File: config.mk
export PLATFORM = sky130hd
export DESIGN_NAME = ad7606_emu_flat
export DESIGN_NICKNAME = d
export VERILOG_FILES = /design/src/rtl/ad7606_emu_if.sv /design/src/rtl/ad7606_emu.sv /design/src/flat_wrapper.sv
export SDC_FILE = /design/constraint.sdc
export NUM_CORES = 1
export LEC_CHECK = 0
export BUFFER_PORTS_ARGS = -buffer_cell sky130_fd_sc_hd__buf_2
export CORE_MARGIN = 5
export CORE_UTILIZATION = 40
export DETAILED_ROUTE_END_ITERATION = 6
export PLACE_DENSITY = 0.66
export SYNTH_ARGS = -nofsm -noshare
export SYNTH_HDL_FRONTEND = slang
export SYNTH_SLANG_ARGS = --single-unit
File: constraint.sdc
create_clock -name clk -period 2.31 [get_ports clk]
set_input_delay 0.231 -clock clk [delete_from_list [all_inputs] [get_ports clk]]
set_output_delay 0.231 -clock clk [all_outputs]
set_load 0.005 [all_outputs]
File: src/rtl/ad7606_emu_if.sv
// ad7606_emu_if: AD7606 parallel link between the FPGA-side controller (master) and the ADC emulator (slave).
interface ad7606_emu_if;
    logic        ad_reset;
    logic        ad_convstab;
    logic        ad_cs;
    logic        ad_rd;
    logic [2:0]  ad_os;
    logic [15:0] ad_data;
    logic        ad_busy;
    logic        first_data;
    logic        conv_err;
    modport master (
        output ad_reset, ad_convstab, ad_cs, ad_rd, ad_os,
        input  ad_data, ad_busy, first_data, conv_err
    );
    modport slave (
        input  ad_reset, ad_convstab, ad_cs, ad_rd, ad_os,
        output ad_data, ad_busy, first_data, conv_err
    );
endinterface

File: src/rtl/ad7606_emu.sv
// ad7606_emu: cycle-based AD7606 parallel-interface responder returning a deterministic 8-channel frame.
// Define AD_EMU_OS_EN to scale the conversion length by the ad_os oversampling select.
module ad7606_emu #(
    parameter int CONV_CYCLES = 200,
    parameter int BUSY_DLY    = 2,
    parameter int CH_NUM      = 8
) (
    input logic         clk,
    input logic         rst_n,
    ad7606_emu_if.slave s
);
`ifdef AD_EMU_OS_EN
    localparam int CW = $clog2((CONV_CYCLES << 6) + BUSY_DLY + 1);
`else
    localparam int CW = $clog2(CONV_CYCLES + BUSY_DLY + 1);
`endif
    localparam int PW = CH_NUM > 1 ? $clog2(CH_NUM) : 1;
    typedef enum logic [1:0] {IDLE, DELAY, CONV} state_t;
    state_t        state;
    logic [CW-1:0] cnt;
    logic [CW-1:0] conv_len;
    logic [PW-1:0] rd_ptr;
    logic [12:0]   frame_cnt;
    logic [15:0]   sample [CH_NUM];
    logic          conv_s, conv_p, rd_s, rd_p, cs_s;
    logic          conv_rise, rd_fall, rd_rise, conv_done;
`ifdef AD_EMU_OS_EN
    logic [2:0] os_q;
    assign conv_len = CW'(CONV_CYCLES) << os_q;
`else
    logic unused_os;
    assign unused_os = ^s.ad_os;
    assign conv_len  = CW'(CONV_CYCLES);
`endif
    assign conv_rise = conv_s & ~conv_p;
    assign rd_fall   = rd_p & ~rd_s & ~cs_s;
    assign rd_rise   = ~rd_p & rd_s & ~cs_s;
    assign conv_done = (state == CONV) && (cnt == conv_len - 1'b1);
    always_ff @(posedge clk or negedge rst_n) begin
        if (!rst_n) begin
            state        <= IDLE;
            cnt          <= '0;
            rd_ptr       <= '0;
            frame_cnt    <= '0;
            conv_s       <= 1'b0;
            conv_p       <= 1'b0;
            rd_s         <= 1'b1;
            rd_p         <= 1'b1;
            cs_s         <= 1'b1;
            s.ad_data    <= '0;
            s.ad_busy    <= 1'b0;
            s.first_data <= 1'b0;
            s.conv_err   <= 1'b0;
            for (int k = 0; k < CH_NUM; k++) sample[k] <= '0;
`ifdef AD_EMU_OS_EN
            os_q <= '0;
`endif
        end else begin
            conv_s <= s.ad_convstab;
            conv_p <= conv_s;
            rd_s   <= s.ad_rd;
            rd_p   <= rd_s;
            cs_s   <= s.ad_cs;
            if (s.ad_reset) begin
                state        <= IDLE;
                cnt          <= '0;
                rd_ptr       <= '0;
                frame_cnt    <= '0;
                s.ad_data    <= '0;
                s.ad_busy    <= 1'b0;
                s.first_data <= 1'b0;
                s.conv_err   <= 1'b0;
                for (int k = 0; k < CH_NUM; k++) sample[k] <= '0;
            end else begin
                if (conv_rise && state != IDLE) s.conv_err <= 1'b1;
                case (state)
                    IDLE: if (conv_rise) begin
                        state <= DELAY;
                        cnt   <= '0;
`ifdef AD_EMU_OS_EN
                        os_q  <= (s.ad_os == 3'b111) ? 3'b000 : s.ad_os;
`endif
                    end
                    DELAY: if (cnt == CW'(BUSY_DLY - 1)) begin
                        state     <= CONV;
                        cnt       <= '0;
                        s.ad_busy <= 1'b1;
                    end else cnt <= cnt + 1'b1;
                    CONV: if (conv_done) begin
                        state     <= IDLE;
                        s.ad_busy <= 1'b0;
                        frame_cnt <= frame_cnt + 1'b1;
                        for (int k = 0; k < CH_NUM; k++) sample[k] <= {3'(k), frame_cnt};
                    end else cnt <= cnt + 1'b1;
                    default: state <= IDLE;
                endcase
                // a read launched on the conversion-end edge still returns the old frame
                if (rd_fall) begin
                    s.ad_data    <= sample[rd_ptr];
                    s.first_data <= (rd_ptr == '0);
                end
                if (conv_done) rd_ptr <= '0;
                else if (rd_rise) rd_ptr <= (rd_ptr == PW'(CH_NUM - 1)) ? '0 : rd_ptr + 1'b1;
            end
        end
    end
endmodule

File: src/flat_wrapper.sv
// flat-port wrapper written by rule: the top's interface ports become plain ports
module ad7606_emu_flat 
#(
    parameter int CONV_CYCLES = 200,
    parameter int BUSY_DLY    = 2,
    parameter int CH_NUM      = 8
)
  (clk, rst_n, s_ad_reset, s_ad_convstab, s_ad_cs, s_ad_rd, s_ad_os, s_ad_data, s_ad_busy, s_first_data, s_conv_err);
  ad7606_emu_if s_i ();
  input logic clk;
  input logic rst_n;
  input wire logic [$bits(s_i.ad_reset)-1:0] s_ad_reset;
  input wire logic [$bits(s_i.ad_convstab)-1:0] s_ad_convstab;
  input wire logic [$bits(s_i.ad_cs)-1:0] s_ad_cs;
  input wire logic [$bits(s_i.ad_rd)-1:0] s_ad_rd;
  input wire logic [$bits(s_i.ad_os)-1:0] s_ad_os;
  output wire logic [$bits(s_i.ad_data)-1:0] s_ad_data;
  output wire logic [$bits(s_i.ad_busy)-1:0] s_ad_busy;
  output wire logic [$bits(s_i.first_data)-1:0] s_first_data;
  output wire logic [$bits(s_i.conv_err)-1:0] s_conv_err;
  assign s_i.ad_reset = s_ad_reset;
  assign s_i.ad_convstab = s_ad_convstab;
  assign s_i.ad_cs = s_ad_cs;
  assign s_i.ad_rd = s_ad_rd;
  assign s_i.ad_os = s_ad_os;
  assign s_ad_data = s_i.ad_data;
  assign s_ad_busy = s_i.ad_busy;
  assign s_first_data = s_i.first_data;
  assign s_conv_err = s_i.conv_err;
  ad7606_emu #(.CONV_CYCLES(CONV_CYCLES), .BUSY_DLY(BUSY_DLY), .CH_NUM(CH_NUM)) u_core (.clk(clk), .rst_n(rst_n), .s(s_i));
endmodule
# ---- Word level (Yosys, flattened, before mapping)
# Cells that the tools add are included.
dict set report op_classes {
  n_addsub 3
  multipliers 0
  div 0
  n_lt_le_gt_ge 1
  eq_ne 9
  shifts 0
  mux 33
  bitwise_logic 10
  n_reduce_logical 16
}
# cell count
set op_table {}
lappend op_table {{$mux 128} 3}
lappend op_table {{$mux 16} 4}
lappend op_table {{$bmux 16 s3} 1}
lappend op_table {{$mux 13} 3}
lappend op_table {{$mux 8} 4}
lappend op_table {{$pmux 8 s3} 1}
lappend op_table {{$add 13x1->13 const B} 1}
lappend op_table {{$mux 3} 4}
lappend op_table {{$reduce_bool 2->1} 5}
lappend op_table {{$ne 3x2->1 const B} 3}
lappend op_table {{$reduce_and 3->1} 3}
lappend op_table {{$add 8x1->8 const B} 1}
lappend op_table {{$eq 8x1->1 const B} 1}
lappend op_table {{$eq 8x8->1 const B} 1}
lappend op_table {{$mux 2} 4}
lappend op_table {{$mux 1} 7}
lappend op_table {{$pmux 2 s3} 1}
lappend op_table {{$reduce_bool 3->1} 2}
lappend op_table {{$and 1x1->1} 5}
lappend op_table {{$ge 4x4->1 const B} 1}
lappend op_table {{$not 1->1} 4}
lappend op_table {{$not 3->4} 1}
lappend op_table {{$reduce_bool 4->1} 1}
lappend op_table {{$add 3x1->3 const B} 1}
lappend op_table {{other kinds (9)} 10}
dict set report totals {
  reg_bits 178
  latch_bits 0
  mem_bits_rw 0
  romBits 0
  output_inout_bits 19
  mem_count 0
}

# ---- Depth between registers and ports, before layout
# Gate-level depths: netlist (run 1).
dict set report logic_depth {
  ltp_word 6
  mapped_depth 8
  mapped_depth_nobuf 6
}

# ---- Worst setup path after synthesis (run 1)
# No wires, ideal clock.
dict set report synth_path {
  path_kind {flip-flop to flip-flop}
  from {reg u_core.state[0]}
  to {reg u_core.cnt[6]}
  setup_time_ns 0.126
  t_arrival_ns 1.902
  required_ns 2.184
  slack_ns 0.282
  path_stages_with_launch 7
  path_buffers 0
  synth_period_minus_slack_ns 2.028
  path_cell_list {dfrtp_1 -> inv_1 -> ha_1 -> or4_1 -> o221ai_4 -> nor3_2 -> a221o_1}
}
dict set report synth_via {
  elab_chain_cells 4
}
# element line
set synth_lines {}
lappend synth_lines {{start: declaration} ad7606_emu.sv:19} ;# state_t state;
lappend synth_lines {{start signal: assignment} ad7606_emu.sv:41} ;# state <= IDLE;
lappend synth_lines {{start signal: assignment} ad7606_emu.sv:65} ;# state <= IDLE;
lappend synth_lines {{start signal: assignment} ad7606_emu.sv:78} ;# state <= DELAY;
lappend synth_lines {{$eq 2x2->1} {ad7606_emu.sv:38, ad7606_emu.sv:76}}
lappend synth_lines {{$logic_and 1x1->1} ad7606_emu.sv:38} ;# assign conv_done = (state == CONV) && (cnt == conv_len - 1'b1);
lappend synth_lines {{$ne 3x3->1 (no source line)} -}
lappend synth_lines {{$reduce_and 3->1 (no source line)} -}
lappend synth_lines {{end signal: assignment} ad7606_emu.sv:88} ;# end else cnt <= cnt + 1'b1;
lappend synth_lines {{end signal: assignment} ad7606_emu.sv:94} ;# end else cnt <= cnt + 1'b1;
lappend synth_lines {{end: declaration} ad7606_emu.sv:20} ;# logic [CW-1:0] cnt;
# Parallel ways exist; a longest one is shown, timed or not.
# A chain may end at the register's enable or synchronous reset.

# ---- Worst setup path after layout (run 1)
dict set report layout_path {
  from {reg u_core.state[0]}
  to {reg u_core.cnt[7]}
}
# The elaborated chain is that of the path after synthesis.

==> metrics.yaml, run 1 <==
clocking:
  cts_buffer_depth: 2
  cts_buffers: 9
  cts_tree: "done"
  clk_pin_slew_ns: 0.08
  clock_latency_ns: 0.34
  clock-sinks: 64
  htreeDepth: 3
  clockRootBuffer: "clkbuf_8"
floorplan:
  row_count: 31
  die_area_sq_um: 9420
  initial_utilization_pct: 41.4
  fp.coreArea_sq_um: 7330
  ios: 28
  die_h_microns: 97.1
  die_x_microns: 97.1
sta:
  setup_ws_ns: 0.235
  finalHoldViolCount: 0
  fin_tns_setup_ns: 0
  drv_slew: 0
  fin_crit_sh_pct: 89.8
  worst-slew-pin-transition_ns: 0.619
  fmax_mhz: 482
  setup_violations: 0
  timing.hold.ws_ns: 0.374
  rsz0062_at_grt: "false"
  layout_min_cycle_time_ns: 2.08
  slew_headroom_pct: 58.7
  finalClockSkew_ns: 0.00830
global_routing:
  grt_max_degree: 41
  gr-total-overflow: 0
  antenna_found_initial: 0
  grt_util_all_layers_pct: 13.3
  grt_pass1_wl_mm: 10.3
  grt_pass1_vias: 2194
critical_path:
  slowest_delay_ns: 0.58
  path_max_fanout: 7
  rrSetupSlack_ns: 0.23
  critical_path_required_ns: 2.54
  path_class: "register to register"
  slowest_stage: "or4_1"
  endpoint_kind: "register"
  crit_chain: "inv_1, ha_2, or4_1, o221ai_4, buf_4, nor4b_1, a211o_1"
  startpoint_type: "register"
  cp_data_arrival_time_ns: 2.30
synth:
  synth_xor_xnor_area_share_pct: 1.16
  synth_adder_area_share_pct: 3.71
  synth_seq_cells: 64
  syn_area_sq_um: 3030
  ys_top_cells_by_area: "dfrtp_1 50%, nand2_1 8.0%, a21oi_1 6.6%"
  yosysUniqueCellTypes: 50
  yosysWarnings: 0
  synth_cells: 314
  synthSimpleGateAreaFrac_pct: 22.9
  avgSynthCellArea_sq_um: 9.66
  synth_mux_area_share_pct: 1.82
  synth_top_family_by_area: "simple AND/OR/NAND/NOR gates"
  syn_nets: 332
  yosysTopAreaCellShare_pct: 50.3
  synth-compound-area-share_pct: 14.1
  synth.largest_area_cell: "dfrtp_1"
  seq_area_frac_synth_pct: 52.9
detailed_routing:
  wl_per_cell_microns: 13.0
  dr.first_iter.drc_count: 145
  avgViaCountPerCell: 5.15
  m1WireLength_mm: 2.81
  dr_wl_met2_mm: 2.70
  drc: 0
  dr_wl_met3_microns: 243
  num_vias: 2328
  firstDrtPassIters: 4
  top_layer: "met4"
  drt_wl_total_mm: 5.86
  ant_nets: 0
final_layout:
  syn_to_final_growth_pct: 16.9
  final_cell_mix: "65 x nand2_1, 61 x dfrtp_1, 40 x a21oi_1"
  final_common_cell: "nand2_1"
  drive_above_1_share_pct: 17.8
  antenna_cells: 0
  fin_cells: 452
  nNetsFinal: 366
placed_design:
  place_congestion: 0.815
  post-place-ws_ns: 0.176
  numPortBuffers: 24
  dp.cells: 432
  dp_hpwl_mm: 3.89
hold_path:
  hold_class: "register to register"
power_and_ir_drop:
  p_int_w: 0.00172
  seqPwrFrac_pct: 50.7
  clkPwrFrac_pct: 44.3
  ir_worst_vdd_v: 0.000233
  power.density_nw_per_um2: 633
  p_sw_share_pct: 23.2
  leakagePower_nw: 1.57
  power_switching_w: 0.000520
  power_frac_comb_pct: 4.9
run_status:
  status: "completed"
flow_run:
  drv_cap: 0
[cell usage after synthesis (all sizes together)]
| library cell | n |
|---|---|
| a211oi | 1 |
| xnor2 | 3 |
| nor2b | 9 |
| a311oi | 1 |
| xor2 | 1 |
| a31oi | 3 |
| buf | 5 |
| nand4 | 6 |
| ha | 9 |
| and4 | 1 |
| o211ai | 1 |
| nor4 | 2 |
| nor4b | 2 |
| o221ai | 1 |
| inv | 9 |
| dfrtp | 61 |
| clkbuf | 10 |
| mux2i | 1 |
| or3b | 1 |
| nand2 | 65 |
| a21oi | 40 |
| a2111oi | 1 |
| o21ai | 10 |
| or4 | 3 |
| or4b | 1 |
| nand3b | 1 |
| nor3 | 6 |
| nand2b | 1 |
| a22o | 2 |
| nor3b | 3 |
| a221oi | 1 |
| nand3 | 8 |
| mux2 | 4 |
| a221o | 2 |
| or3 | 5 |
| a211o | 2 |
| o21ba | 1 |
| o31ai | 2 |
| o2bb2ai | 1 |
| and3 | 6 |
| nor2 | 19 |
| dfstp | 3 |
[cell families (layout without fill, tap and decap cells)]
group	after synthesis	after routing
AND/OR/NAND/NOR	139	139
AO/OA/AOI/OAI	69	69
flip-flops	64	64
adder cells (fa/ha/maj)	9	9
buffers and inverters	24	63
multiplexers	5	5
XOR/XNOR	4	4
[worst paths after layout]
path                                              from                   endpoint  depth (start not counted)
setup / recovery           u_core.state[0]$_DFFE_PN0P_  u_core.cnt[7]$_DFFE_PN0P_                          7
hold / removal                 u_core.conv_s$_DFF_PN0_    u_core.conv_p$_DFF_PN0_                          0
setup reg to reg           u_core.state[0]$_DFFE_PN0P_  u_core.cnt[7]$_DFFE_PN0P_                          7
hold reg to reg                u_core.conv_s$_DFF_PN0_    u_core.conv_p$_DFF_PN0_                          0
max in group asynchronous                        rst_n      u_core.rd_s$_DFF_PN1_                          3
min in group asynchronous                        rst_n    u_core.conv_s$_DFF_PN0_                          2
[state kept, by name (all words and copies together), names as in the netlist]
register	flops
u_core.s.ad_data	16
u_core.rd_ptr	3
u_core.sample	14
u_core.s.conv_err	1
u_core.rd_p	1
u_core.conv_s	1
u_core.conv_p	1
u_core.cs_s	1
u_core.s.ad_busy	1
u_core.frame_cnt	13
u_core.s.first_data	1
u_core.cnt	8
u_core.state	2
u_core.rd_s	1
[power by group through the flow]
stage	Sequential [W]	Clock (W)	Combinational, W
floorplan	0.00116	0	0.0000553
global placement	0.00116	0	0.000107
detailed placement	0.00116	0	0.000108
CTS	0.00114	0.00102	0.000114
global route	0.00114	0.00106	0.000129
finish	0.00114	0.000995	0.000111
[timing repair]
action / 4_1_cts / 5_1_grt
setup buffers: 0 / 0
setup endpoints to repair: 0 / 2
hold buffers: 4 / 0
gates resized for setup: 0 / 2
hold endpoints to repair: 27 / 0
[per-layer routing]
layer	track usage [%]	vias up
met3	3.52	12
met4	5.83	0
met2	20.1	37
met1	17.9	1111
li1	-	1168
met5	0	-
[final cells by class]
cell class | instances | area [sq um]
clock inverter | 5 | 55.1
fill | 703 | 3790
inverter | 9 | 33.8
timing repair buffer | 38 | 248
clock buffer | 11 | 151
multi-input combinational | 226 | 1330
sequential | 64 | 1610
tap | 99 | 124
[metrics by stage]
stage               power (W)  util (%)  cell area, sq um
floorplan             0.00121         -              3030
global placement      0.00127      44.9              3290
detailed placement    0.00127      44.9              3290
CTS                   0.00227      48.3              3540
global route          0.00233      48.4              3540
finish                0.00224      48.4              3540
[critical path: cells and delay by family (launching register included)]
kind,cells,cell delay (ns)
AOI/OAI and AO/OA,2,0.46
adders and majority gates,1,0.24
buffers and inverters,2,0.25
DFF,1,0.39
and+or+nand+nor,2,0.63
No activity file was read; power rests on OpenSTA's default activity.
==> run 2: changes to the inputs <==
--- a/config.mk
+++ b/config.mk
@@ -5,6 +5,7 @@
 export SDC_FILE = /design/constraint.sdc
 export NUM_CORES = 1
 export LEC_CHECK = 0
+export ABC_AREA = 1
 export BUFFER_PORTS_ARGS = -buffer_cell sky130_fd_sc_hd__buf_2
 export CORE_MARGIN = 5
 export CORE_UTILIZATION = 40
==> metrics.yaml, run 2 <==
run_status:
  status: "completed"
sta:
  rsz0062_at_grt: "false"
  drv_slew: 0  # unchanged
  worst-slew-pin-transition_ns: 0.785  # +0.165 ns
  slew_headroom_pct: 47.7  # -11 points
  fmax_mhz: 551  # +14%
  layout_min_cycle_time_ns: 1.82  # -0.259 ns
  finalClockSkew_ns: 0.0115  # +0.00318 ns
  fin_crit_sh_pct: 78.6  # -11 points
  fin_tns_setup_ns: 0  # unchanged
  finalHoldViolCount: 0  # unchanged
  setup_violations: 0  # unchanged
  timing.hold.ws_ns: 0.170  # -0.204 ns
synth:
  synth_seq_cells: 64  # unchanged
  seq_area_frac_synth_pct: 51.1  # -1.9 points
  async_reset_ff_share_pct: 100  # unchanged
  syn_nets: 380  # +14%
  syn_area_sq_um: 3140  # +3.6%
  synth.largest_area_cell: "dfrtp_1"
  synth-edff-count: 0  # unchanged
  synth_commonest_cells: "77 x nand2_1, 61 x dfrtp_1, 47 x inv_1"
  yosysMostFrequentCell: "nand2_1"
  ys_top_cells_by_area: "dfrtp_1 49%, nand2_1 9.2%, nand3_1 5.9%"
  yosysTopAreaCellShare_pct: 48.6  # -1.8 points
  synth_cells: 362  # +15%
  yosysUniqueCellTypes: 34  # -32%
  yosysWarnings: 0  # unchanged
  avgSynthCellArea_sq_um: 8.68  # -10%
  synthFlopType: "dfrtp_1"
detailed_routing:
  ant_nets: 0  # unchanged
  drt_wl_total_mm: 6.17  # +5.4%
  num_vias: 2482  # +6.6%
  wl_per_cell_microns: 12.3  # -5.1%
  drc: 0  # unchanged
  dr.first_iter.drc_count: 118  # -19%
  avgViaCountPerCell: 4.94  # -4.0%
  firstDrtPassIters: 4  # unchanged
critical_path:
  path_class: "register to register"
  critical_path_required_ns: 2.52  # -0.02 ns
  path_max_fanout: 15  # +8
  endpoint_kind: "register"
  r2r_cells: 8  # +1
  startpoint_type: "register"
  cp_data_arrival_time_ns: 2.02  # -0.28 ns
clocking:
  clock-sinks: 64  # unchanged
  clockRootBuffer: "clkbuf_8"
  cts_buffers: 9  # unchanged
  cts_tree: "done"
  clk_pin_slew_ns: 0.07  # about the same
  cts_resized: 0  # unchanged
  htreeDepth: 3  # unchanged
  clock_latency_ns: 0.34  # about the same
  cts_buffer_depth: 2  # unchanged
final_layout:
  syn_to_final_growth_pct: 15.6
  final_common_cell: "nand2_1"
  top_regs: "u_core.s.ad_data (16), u_core.sample (14), u_core.frame_cnt (13)"
  drive_above_1_share_pct: 17.8  # -0.097 points
  largest_register: "u_core.s.ad_data"
  antenna_cells: 0  # unchanged
  final_cell_mix: "77 x nand2_1, 61 x dfrtp_1, 47 x inv_1"
  largest_reg_flops: 16  # unchanged
  post-route-util_pct: 47.2  # -1.1 points
  nNetsFinal: 413  # +13%
floorplan:
  die_h_microns: 98.6  # +1.6%
  fp.coreArea_sq_um: 7690  # +4.9%
  initial_utilization_pct: 40.9  # -0.49 points
  ios: 28  # unchanged
  die_x_microns: 98.6  # +1.6%
  die_area_sq_um: 9730  # +3.3%
  row_count: 32  # +3.2%
global_routing:
  grt_max_degree: 35  # -15%
  grt_pass1_vias: 2377  # +8.3%
  antenna_found_initial: 0  # unchanged
  grt_pass1_wl_mm: 10.8  # +4.2%
  gr-total-overflow: 0  # unchanged
  grt_util_all_layers_pct: 13.5  # +0.25 points
power_and_ir_drop:
  ir_worst_vdd_v: 0.000464  # +99%
  power.density_nw_per_um2: 768  # +21%
  leakagePower_nw: 1.74  # +11%
flow_run:
  drv_cap: 0  # unchanged
placed_design:
  numPortBuffers: 24  # unchanged
  dp_hpwl_mm: 4.36  # +12%
  place_congestion: 0.848  # +4.0%
hold_path:
  hold_depth: 2  # +2
  hold_class: "input port to register"
## run 2: cell types whose count changed in the layout (fill, tap and decap cells not counted), sizes merged, moves of 5 or more
cell,previous run,this run
inv,9,51
a21oi,40,6
nand3,8,38
o21ai,10,37
nand2,65,83
nor2,19,32
o22ai,0,10
nor2b,9,0
and3,6,0
buf,34,28
or3,5,0
## run 2: where the power goes
group | switching (W) | internal, W | total (W)
clock network | 0.000440 | 0.000715 | 0.00116
logic | 0.000302 | 0.000138 | 0.000440
registers | 0.0000306 | 0.00116 | 0.00119
## run 2: critical path, stage by stage (launching register included)
cell     delay (ns)
dfrtp_1        0.40
inv_1          0.09
ha_1           0.22
nand2_1        0.08
nor2_2         0.15
nand2_4        0.13
nand2_2        0.28
buf_4          0.25
o22ai_1        0.09
## run 2: cells by family after synthesis
| group | Yosys count | synth area share, % |
|---|---|---|
| xor gates and xnor gates | 4 | 1.11 |
| AOI/OAI and AO/OA | 59 | 11.8 |
| adders and majority gates | 9 | 3.58 |
| DFF | 64 | 51.1 |
| and+or+nand+nor | 165 | 23.6 |
| buffers and inverters | 61 | 8.80 |
## run 2: repair_timing
item                      4_1_cts  5_1_grt
setup buffers                   0        0
hold buffers                    4        0
hold endpoints to repair       29        0
## run 2: cell type report
class,count,area (sq um)
clock buffer,10,128
clock inverter,6,109
fill,745,4060
inverter,51,199
multi-input combinational,237,1260
sequential,64,1610
tap,102,128
timing repair buffer,32,203
## run 2: routing by layer
layer | share of wire, % | vias to the layer above | routed length (microns) | track usage [%]
li1 | - | 1245 | - | -
met1 | 45 | 1164 | 2770 | 16.9
met4 | 1.1 | 0 | 67 | 3.47
met5 | 0 | - | 0 | 0
met2 | 49 | 66 | 3020 | 22.7
met3 | 5.3 | 7 | 325 | 4.53
## run 2: worst paths after layout
path / startpoint / endpoint / slack, ns
worst min register to register: u_core.rd_s$_DFF_PN1_ / u_core.rd_p$_DFF_PN1_ / 0.37
min in group asynchronous: rst_n / u_core.s.ad_data[0]$_DFFE_PN0P_ / 0.50
worst max-delay path: u_core.state[0]$_DFFE_PN0P_ / u_core.sample[3]$_DFFE_PN0P_ / 0.49
worst max register to register: u_core.state[0]$_DFFE_PN0P_ / u_core.sample[3]$_DFFE_PN0P_ / 0.49
max in group asynchronous: rst_n / u_core.conv_p$_DFF_PN0_ / 1.16
worst min-delay path: s_ad_reset / u_core.frame_cnt[4]$_DFFE_PN0P_ / 0.17
## run 2: stage by stage
stage | instance area, sq um | power, W | setup slack, ns | instances
4_1_cts | 3630 | 0.00281 | 0.485 | 502
6_report | 3630 | 0.00279 | 0.494 | 502
5_1_grt | 3630 | 0.00293 | 0.354 | 502
3_3_place_gp | 3360 | 0.00164 | 0.555 | 482
2_1_floorplan | 3140 | 0.00152 | 0.881 | 362
3_5_place_dp | 3360 | 0.00165 | 0.488 | 482
